$ cat src/rtl/gmii_rx_frame_extract_if.sv
// GMII receive input and byte-stream output of the frame extractor, bundled as one interface.
// The master modport is the extractor; the slave modport is the PHY/consumer environment.
interface gmii_rx_frame_extract_if;
    logic [7:0] gmii_rxd;
    logic       gmii_rx_dv;
    logic       gmii_rx_er;
    logic [7:0] m_axis_tdata;
    logic       m_axis_tvalid;
    logic       m_axis_tlast;
    logic       m_axis_tuser;

    modport master (
        input  gmii_rxd, gmii_rx_dv, gmii_rx_er,
        output m_axis_tdata, m_axis_tvalid, m_axis_tlast, m_axis_tuser
    );

    modport slave (
        output gmii_rxd, gmii_rx_dv, gmii_rx_er,
        input  m_axis_tdata, m_axis_tvalid, m_axis_tlast, m_axis_tuser
    );
endinterface

$ cat src/rtl/gmii_rx_frame_extract.sv
// Strips preamble/SFD from GMII receive frames, forwards payload+FCS as a byte stream
// with one cycle of delay, and reports per-frame length and good/bad frame counts.
module gmii_rx_frame_extract #(
    parameter int MIN_FRAME_LEN = 64,
    parameter int MAX_FRAME_LEN = 1522
) (
    input  logic                    clk,
    input  logic                    rst_n,
    gmii_rx_frame_extract_if.master bus,
    output logic [15:0]             frame_len,
    output logic                    frame_len_valid,
    output logic [31:0]             cnt_good,
    output logic [31:0]             cnt_bad
);
    localparam logic [7:0]  PRE_BYTE = 8'h55;
    localparam logic [7:0]  SFD_BYTE = 8'hD5;
    localparam logic [15:0] MIN_L    = 16'(MIN_FRAME_LEN);
    localparam logic [15:0] MAX_L    = 16'(MAX_FRAME_LEN);

    typedef enum logic [1:0] {IDLE, PREAMBLE, PAYLOAD, DROP} state_t;

    state_t      r_state, w_next;
    logic [7:0]  r_hold;
    logic [15:0] r_len;
    logic        r_err;
    logic        r_armed;
    logic [7:0]  r_tdata;
    logic        r_tvalid, r_tlast, r_tuser;
    logic        w_emit, w_end, w_drop_end, w_sfd, w_bad;

    assign bus.m_axis_tdata  = r_tdata;
    assign bus.m_axis_tvalid = r_tvalid;
    assign bus.m_axis_tlast  = r_tlast;
    assign bus.m_axis_tuser  = r_tuser;

    assign w_bad = r_err | (r_len < MIN_L) | (r_len > MAX_L);

    always_ff @(posedge clk or negedge rst_n) begin
        if (!rst_n) r_state <= IDLE;
        else        r_state <= w_next;
    end

    // Until rx_dv has been seen low after reset, IDLE ignores the tail of any interrupted frame.
    always_comb begin
        w_next     = r_state;
        w_emit     = 1'b0;
        w_end      = 1'b0;
        w_drop_end = 1'b0;
        case (r_state)
            IDLE: begin
                if (bus.gmii_rx_dv && r_armed) begin
                    if (bus.gmii_rxd == PRE_BYTE)      w_next = PREAMBLE;
                    else if (bus.gmii_rxd == SFD_BYTE) w_next = PAYLOAD;
                    else                               w_next = DROP;
                end
            end
            PREAMBLE: begin
                if (!bus.gmii_rx_dv)                w_next = IDLE;
                else if (bus.gmii_rxd == SFD_BYTE)  w_next = PAYLOAD;
                else if (bus.gmii_rxd != PRE_BYTE)  w_next = DROP;
            end
            PAYLOAD: begin
                if (bus.gmii_rx_dv) begin
                    w_emit = (r_len != 16'd0);
                end else begin
                    w_next = IDLE;
                    w_end  = 1'b1;
                end
            end
            DROP: begin
                if (!bus.gmii_rx_dv) begin
                    w_next     = IDLE;
                    w_drop_end = 1'b1;
                end
            end
            default: w_next = IDLE;
        endcase
        w_sfd = (w_next == PAYLOAD) && (r_state != PAYLOAD);
    end

    always_ff @(posedge clk or negedge rst_n) begin
        if (!rst_n) begin
            r_hold          <= 8'h00;
            r_len           <= 16'd0;
            r_err           <= 1'b0;
            r_armed         <= 1'b0;
            r_tdata         <= 8'h00;
            r_tvalid        <= 1'b0;
            r_tlast         <= 1'b0;
            r_tuser         <= 1'b0;
            frame_len       <= 16'd0;
            frame_len_valid <= 1'b0;
            cnt_good        <= 32'd0;
            cnt_bad         <= 32'd0;
        end else begin
            r_tvalid        <= 1'b0;
            r_tlast         <= 1'b0;
            r_tuser         <= 1'b0;
            frame_len_valid <= 1'b0;
            if (!bus.gmii_rx_dv) r_armed <= 1'b1;

            // An error flagged on the SFD byte itself already taints the frame.
            if (w_sfd) begin
                r_len <= 16'd0;
                r_err <= bus.gmii_rx_er;
            end

            if (r_state == PAYLOAD && bus.gmii_rx_dv) begin
                r_hold <= bus.gmii_rxd;
                r_len  <= (r_len == 16'hFFFF) ? r_len : r_len + 16'd1;
                r_err  <= r_err | bus.gmii_rx_er;
                if (w_emit) begin
                    r_tvalid <= 1'b1;
                    r_tdata  <= r_hold;
                end
            end

            if (w_end) begin
                r_len <= 16'd0;
                r_err <= 1'b0;
                if (r_len != 16'd0) begin
                    r_tvalid        <= 1'b1;
                    r_tdata         <= r_hold;
                    r_tlast         <= 1'b1;
                    r_tuser         <= w_bad;
                    frame_len       <= r_len;
                    frame_len_valid <= 1'b1;
                    if (w_bad) cnt_bad  <= cnt_bad + 32'd1;
                    else       cnt_good <= cnt_good + 32'd1;
                end else begin
                    cnt_bad <= cnt_bad + 32'd1;
                end
            end

            if (w_drop_end) cnt_bad <= cnt_bad + 32'd1;
        end
    end
endmodule

$ cat src/flat_wrapper.sv
// flat-port wrapper written by rule: the top's interface ports become plain ports
module gmii_rx_frame_extract_flat 
#(
    parameter int MIN_FRAME_LEN = 64,
    parameter int MAX_FRAME_LEN = 1522
)
  (clk, rst_n, frame_len, frame_len_valid, cnt_good, cnt_bad, bus_gmii_rxd, bus_gmii_rx_dv, bus_gmii_rx_er, bus_m_axis_tdata, bus_m_axis_tvalid, bus_m_axis_tlast, bus_m_axis_tuser);
  gmii_rx_frame_extract_if bus_i ();
  input  logic clk;
  input  logic rst_n;
  output logic [15:0] frame_len;
  output logic frame_len_valid;
  output logic [31:0] cnt_good;
  output logic [31:0] cnt_bad;
  input wire logic [$bits(bus_i.gmii_rxd)-1:0] bus_gmii_rxd;
  input wire logic [$bits(bus_i.gmii_rx_dv)-1:0] bus_gmii_rx_dv;
  input wire logic [$bits(bus_i.gmii_rx_er)-1:0] bus_gmii_rx_er;
  output wire logic [$bits(bus_i.m_axis_tdata)-1:0] bus_m_axis_tdata;
  output wire logic [$bits(bus_i.m_axis_tvalid)-1:0] bus_m_axis_tvalid;
  output wire logic [$bits(bus_i.m_axis_tlast)-1:0] bus_m_axis_tlast;
  output wire logic [$bits(bus_i.m_axis_tuser)-1:0] bus_m_axis_tuser;
  assign bus_i.gmii_rxd = bus_gmii_rxd;
  assign bus_i.gmii_rx_dv = bus_gmii_rx_dv;
  assign bus_i.gmii_rx_er = bus_gmii_rx_er;
  assign bus_m_axis_tdata = bus_i.m_axis_tdata;
  assign bus_m_axis_tvalid = bus_i.m_axis_tvalid;
  assign bus_m_axis_tlast = bus_i.m_axis_tlast;
  assign bus_m_axis_tuser = bus_i.m_axis_tuser;
  gmii_rx_frame_extract #(.MIN_FRAME_LEN(MIN_FRAME_LEN), .MAX_FRAME_LEN(MAX_FRAME_LEN)) u_core (.clk(clk), .rst_n(rst_n), .bus(bus_i), .frame_len(frame_len), .frame_len_valid(frame_len_valid), .cnt_good(cnt_good), .cnt_bad(cnt_bad));
endmodule
$ cat config.mk
export PLATFORM = sky130hd
export DESIGN_NAME = gmii_rx_frame_extract_flat
export DESIGN_NICKNAME = d
export VERILOG_FILES = /design/src/rtl/gmii_rx_frame_extract_if.sv /design/src/rtl/gmii_rx_frame_extract.sv /design/src/flat_wrapper.sv
export SDC_FILE = /design/constraint.sdc
export NUM_CORES = 1
export LEC_CHECK = 0
export CAP_MARGIN = 20
export CORE_ASPECT_RATIO = 1.5
export CORE_MARGIN = 5
export CORE_UTILIZATION = 53
export CTS_CLUSTER_DIAMETER = 150
export CTS_CLUSTER_SIZE = 40
export DETAILED_ROUTE_END_ITERATION = 8
export HOLD_SLACK_MARGIN = 0.08
export PLACE_DENSITY = 0.81
export RECOVER_POWER = 25
export REMOVE_ABC_BUFFERS = 1
export SLEW_MARGIN = 20
export SYNTH_ARGS = -nofsm -noshare
export SYNTH_HDL_FRONTEND = slang
export SYNTH_SLANG_ARGS = --single-unit
$ cat constraint.sdc
create_clock -name clk -period 3 [get_ports clk]
set_input_delay 0.6 -clock clk [delete_from_list [all_inputs] [get_ports clk]]
set_output_delay 0.6 -clock clk [all_outputs]
set_load 0.005 [all_outputs]
Word-level counts from Yosys, hierarchy flattened:

Index checks and enable logic that the tools add are counted.

* input port bits: 12
* word-level logic and storage cells: 80
* register bits after elaboration: 119

* magnitude comparators: 2
* reductions and logical operators: 12
* add/sub/neg operators: 3
* bitwise logic cells: 4
* muxes and demuxes: 36
* equality and inequality tests: 11

Operators with widths (count)
* 2-to-1 mux 32 bit: 4
* adder 32 x 1 -> 32 bit (second input constant): 2
* 2-to-1 mux 16 bit: 4
* 2-to-1 mux 8 bit: 4
* 2-to-1 mux 1 bit: 17
* adder 16 x 1 -> 16 bit (second input constant): 1
* equality test 16 bit (second input constant): 1
* greater-than comparator 16 x 11 -> 1 bit (second input constant): 1
* less-than comparator 16 x 7 -> 1 bit (second input constant): 1
* nonzero test 16 bit: 1
* 2-to-1 mux 2 bit: 6
* equality test 8 x 7 -> 1 bit (second input constant): 1
* equality test 8 bit (second input constant): 1
* inequality test 8 x 7 -> 1 bit (second input constant): 1
* equality test 2 bit (second input constant): 3
* one-hot mux 2 bit (3 select lines): 1
* AND reduction 2 bit: 3
* logical AND 1 bit: 3
* inequality test 3 x 1 -> 1 bit (second input constant): 1
* inequality test 3 x 2 -> 1 bit (second input constant): 1
* OR 1 bit: 3
* AND reduction 3 bit: 1
* nonzero test 3 bit: 1
* equality test 2 x 1 -> 1 bit (second input constant): 1
* 5 further kinds: 5

Depth between registers and ports, before layout:

* depth in word-level cells: 10
* depth in mapped cells: 8

Worst setup path before layout:

No wires, ideal clock.

* path type: flip-flop to flip-flop
* start point: register u_core.r_len[3]
* end point: register u_core.cnt_bad[28]
* cell stages (with the launch flop): 9
* required time: 2862 ps
* buffers on the path: 3
* slack: 612 ps
* arrival time: 2250 ps
* path through: dfrtp_1 -> buf_6 -> or4_1 -> or4_1 -> buf_4 -> a211oi_4 -> buf_6 -> nor4_1 -> xor2_1

* longest elaborated chain between the ends: 5
* elaborated cells between the ends (all ways): 10
* classes of those cells: 2 x order compare; 1 x eq/ne; 3 x mux; 2 x bitwise; 2 x reduce/logical

Ends and longest elaborated chain
* start, declared: RTL line gmii_rx_frame_extract.sv:24 `logic [15:0] r_len;`
* start signal, assigned: RTL line gmii_rx_frame_extract.sv:110 `r_len <= (r_len == 16'hFFFF) ? r_len : r_len + 16'd1;`
* less-than comparator 16 x 7 -> 1 bit: RTL line gmii_rx_frame_extract.sv:36 `assign w_bad = r_err | (r_len < MIN_L) | (r_len > MAX_L);`
* OR 1 bit (2 in a row): RTL line gmii_rx_frame_extract.sv:36
* inequality test 3 x 1 -> 1 bit (no source line)
* AND reduction 2 bit (no source line)
* end signal, assigned: RTL line gmii_rx_frame_extract.sv:128 `if (w_bad) cnt_bad <= cnt_bad + 32'd1;`
* end signal, assigned: RTL line gmii_rx_frame_extract.sv:131 `cnt_bad <= cnt_bad + 32'd1;`
* end signal, assigned: RTL line gmii_rx_frame_extract.sv:135 `if (w_drop_end) cnt_bad <= cnt_bad + 32'd1;`
* end, declared: RTL line gmii_rx_frame_extract.sv:13 `output logic [31:0] cnt_bad`

Parallel ways exist; a longest one is shown, timed or not. The select of a mux whose other input is x is not followed.
A chain may end at the register's enable or synchronous reset.

Worst setup path after layout:

* start point: register u_core.r_len[3]
* end point: register u_core.cnt_good[1]

* longest elaborated chain between the ends: 5
* elaborated cells between the ends (all ways): 7
* classes of those cells: 2 x order compare; 3 x bitwise; 2 x reduce/logical

Ends and longest elaborated chain
* less-than comparator 16 x 7 -> 1 bit: RTL line gmii_rx_frame_extract.sv:36
* OR 1 bit (2 in a row): RTL line gmii_rx_frame_extract.sv:36
* inverter 1 bit (no source line)
* AND reduction 3 bit (no source line) *
* end signal, assigned: RTL line gmii_rx_frame_extract.sv:129 `else cnt_good <= cnt_good + 32'd1;`
* end, declared: RTL line gmii_rx_frame_extract.sv:12 `output logic [31:0] cnt_good,`

Mark *: on every way between the ends. The rest lies on a longest branch, timed or not.

==> impl_metrics.json <==
{
  "p_per_area_nw_per_um2": 623,
  "setup_viol": 0,
  "drc": 0,
  "drt_wl_total_mm": 14.0,
  "post-route-period-util": 0.857,
  "crit_top_cell": "or4_1",
  "wl_met2_mm": 7.55,
  "nNetsFinal": 659,
  "numClockSinks": 119,
  "first_pass_iters": 5,
  "antenna_found_initial": 0,
  "core_um2": 10500,
  "drt_iter0_markers": 323,
  "path_delay_family": "simple AND/OR/NAND/NOR gates",
  "most-common-layout-cells": "dfrtp_1 (119), clkdlybuf4s50_1 (102), nand2_1 (59), xnor2_1 (45), nand4_1 (33)",
  "num_vias": 4567,
  "fp.dieH_um": 136,
  "r2r_cells": 5,
  "synth_edf_count": 0,
  "worst-path-buf-inv": 0,
  "yosys_warnings": 0,
  "layout_commonest_cell": "dfrtp_1",
  "synthArstFlopShare": 1.00,
  "relSlewSlack": 0.220,
  "netlist_area_um2": 5640,
  "overflow": 0,
  "postPlaceCellArea_um2": 6860,
  "grt_max_degree": 48,
  "grt_usage": 0.237,
  "critPathLaunchType": "register",
  "wl_per_cell_um": 17.5,
  "design_area_um2": 7540,
  "ys_types": 52,
  "gp_congestion": 0.885,
  "skew_ns": 0.00844,
  "synth-main-ff-cell": "dfrtp_1",
  "fin_util": 0.720,
  "ios": 104,
  "rsz0062_at_grt": "false",
  "rows": 46,
  "finalSetupTns_ns": 0,
  "cts_root_buffer": "clkbuf_16",
  "grt_pass1_wl_mm": 23.8,
  "ir_drop_uv": 481,
  "critical_path.cell_chain": "or4_1, or4_1, a21oi_1, and2_1, mux2_2",
  "slew_violations": 0,
  "clock_path_buffers": 2,
  "ant_nets": 0,
  "ctsHoldBuffers": 0,
  "r2r_end": "u_core.cnt_good[1]$_DFFE_PN0P_",
  "critPathMaxFanout": 9,
  "worst_slack_ns": 0.430,
  "start_util": 0.538,
  "clk_latency_ns": 0.41,
  "m1WireLength_mm": 5.45,
  "reg2reg_setup_slack_ns": 0.43,
  "ys_ff_latch": 119,
  "htree_levels": 4,
  "grt_pass1_vias": 4763,
  "status": "finished, final reports clean",
  "p_leak_nw": 3.26,
  "cts_setup_buffers": 0,
  "drive_above_1_share": 0.127,
  "dp_slack_ns": 0.205,
  "r2r-start": "u_core.r_len[3]$_DFFE_PN0P_",
  "fin_crit_ns": 2.57,
  "hold_viol_final": 0,
  "dp_hpwl_mm": 9.78,
  "clkTransAtPathRegs_ns": 0.05,
  "numCtsBuffers": 17,
  "tightest_slew_ns": 1.17,
  "avgSynthCellArea_um2": 10.7,
  "cts.repair.resized": 0,
  "hp-class": "input pin to asynchronous set/reset pin",
  "max_freq_ghz": 0.389,
  "worstPathArrival_ns": 2.87,
  "seq_area_frac_synth": 0.528,
  "netlist_instances": 527,
  "required_ns": 3.30,
  "syn_to_final_growth_pct": 33.7,
  "cts_tree": "done",
  "die-width_um": 94.2,
  "crit_type": "register to register",
  "maxCapViolations": 0,
  "diodes": 0,
  "die_area_um2": 12800,
  "slowest_delay_ns": 0.60,
  "cp_slowest_cell": "or4_1",
  "routed.top_layer": "met4",
  "avgViaCountPerCell": 5.71,
  "wl_met3_um": 703,
  "endpoint_kind": "register",
  "port_buffers": 103
}
## metal layers
layer | global-route usage | vias to the layer above
li1 | - | 2107
met1 | 0.283 | 2263
met2 | 0.408 | 168
met3 | 0.0570 | 29
met4 | 0.0972 | 0
met5 | 0 | -
## worst max path at each step
stage	end	cells after the start	slack (ns)	from
6_report	u_core.cnt_good[1]$_DFFE_PN0P_	5	0.43	u_core.r_len[3]$_DFFE_PN0P_
5_1_grt	u_core.cnt_good[1]$_DFFE_PN0P_	5	0.30	u_core.r_len[3]$_DFFE_PN0P_
4_1_cts	u_core.cnt_good[1]$_DFFE_PN0P_	5	0.42	u_core.r_len[3]$_DFFE_PN0P_
3_5_place_dp	u_core.cnt_good[21]$_DFFE_PN0P_	6	0.20	bus_gmii_rx_dv
3_3_place_gp	u_core.cnt_bad[30]$_DFFE_PN0P_	6	0.34	bus_gmii_rx_dv
2_1_floorplan	u_core.cnt_bad[1]$_DFFE_PN0P_	5	0.48	u_core.r_len[3]$_DFFE_PN0P_
## Yosys cell counts, types with 3 or more instances
master	instances	area share
dfrtp_1	119	0.53
nand2_1	59	0.039
xnor2_1	45	0.070
nand4_1	33	0.037
nand3_1	30	0.027
mux2_2	24	0.048
nor2_1	21	0.014
o21ai_0	20	0.018
nor3_1	18	0.016
xor2_1	17	0.026
a21oi_1	14	0.012
inv_1	13	0.0087
clkbuf_1	12	0.0080
and3_1	11	0.012
nor4_1	9	0.010
and2_1	7	0.0078
nand2b_1	6	0.0067
and4_1	5	0.0078
or4_1	5	0.0067
buf_6	4	0.0080
ha_1	4	0.0089
a211oi_4	3	0.011
buf_1	3	0.0020
buf_2	3	0.0027
nor4b_1	3	0.0047
or3_1	3	0.0033
## report_power, final
part | leakage, nW | total (W) | internal (W) | switching (W)
Combinational | 1.32 | 0.000476 | 0.000285 | 0.000191
Sequential | 1.61 | 0.00184 | 0.00173 | 0.000105
Clock | 0.330 | 0.00238 | 0.00166 | 0.000718
## worst register-to-register path, stage by stage, from the launching register on
cell and delay, ns:
dfrtp_1 0.47, or4_1 0.53, or4_1 0.60, a21oi_1 0.30
and2_1 0.21, mux2_2 0.34
## state kept, by name (all words and copies together), names as in the netlist
| name | count |
|---|---|
| u_core.r_armed | 1 |
| u_core.bus.m_axis_tuser | 1 |
| u_core.r_err | 1 |
| u_core.cnt_bad | 32 |
| u_core.bus.m_axis_tvalid | 1 |
| u_core.cnt_good | 32 |
| u_core.r_hold | 8 |
| u_core.bus.m_axis_tdata | 8 |
| u_core.frame_len | 16 |
| u_core.r_state | 2 |
| u_core.frame_len_valid | 1 |
| u_core.r_len | 16 |
## metrics by stage
step,total power [W],hold WS [ns],std cells
CTS,0.00474,0.210,800
global route,0.00486,0.489,800
detailed placement,0.00235,0.464,768
global placement,0.00233,0.455,768
finish,0.00469,0.402,800
floorplan,0.00201,0.304,503
## layout make-up
cell class / instances / area, um2
Sequential cell: 119 / 2980
Fill cell: 748 / 2940
Multi-Input combinational cell: 371 / 2480
Timing Repair Buffer: 121 / 1160
Clock buffer: 20 / 447
Clock inverter: 12 / 248
Tap cell: 144 / 180
Inverter: 13 / 48.8
## kinds of logic (layout without fill, tap and decap cells)
family                   after synthesis  in the layout  synth area share
multiplexers                          26             26            0.0517
adder cells (fa/ha/maj)                4              4           0.00888
AO/OA/AOI/OAI                         55             55            0.0692
AND/OR/NAND/NOR                      224            224             0.214
flip-flops                           119            119             0.528
buffers and inverters                 37            166            0.0320
XOR/XNOR                              62             62            0.0963
Note: power is estimated with default switching activity, not from simulation.
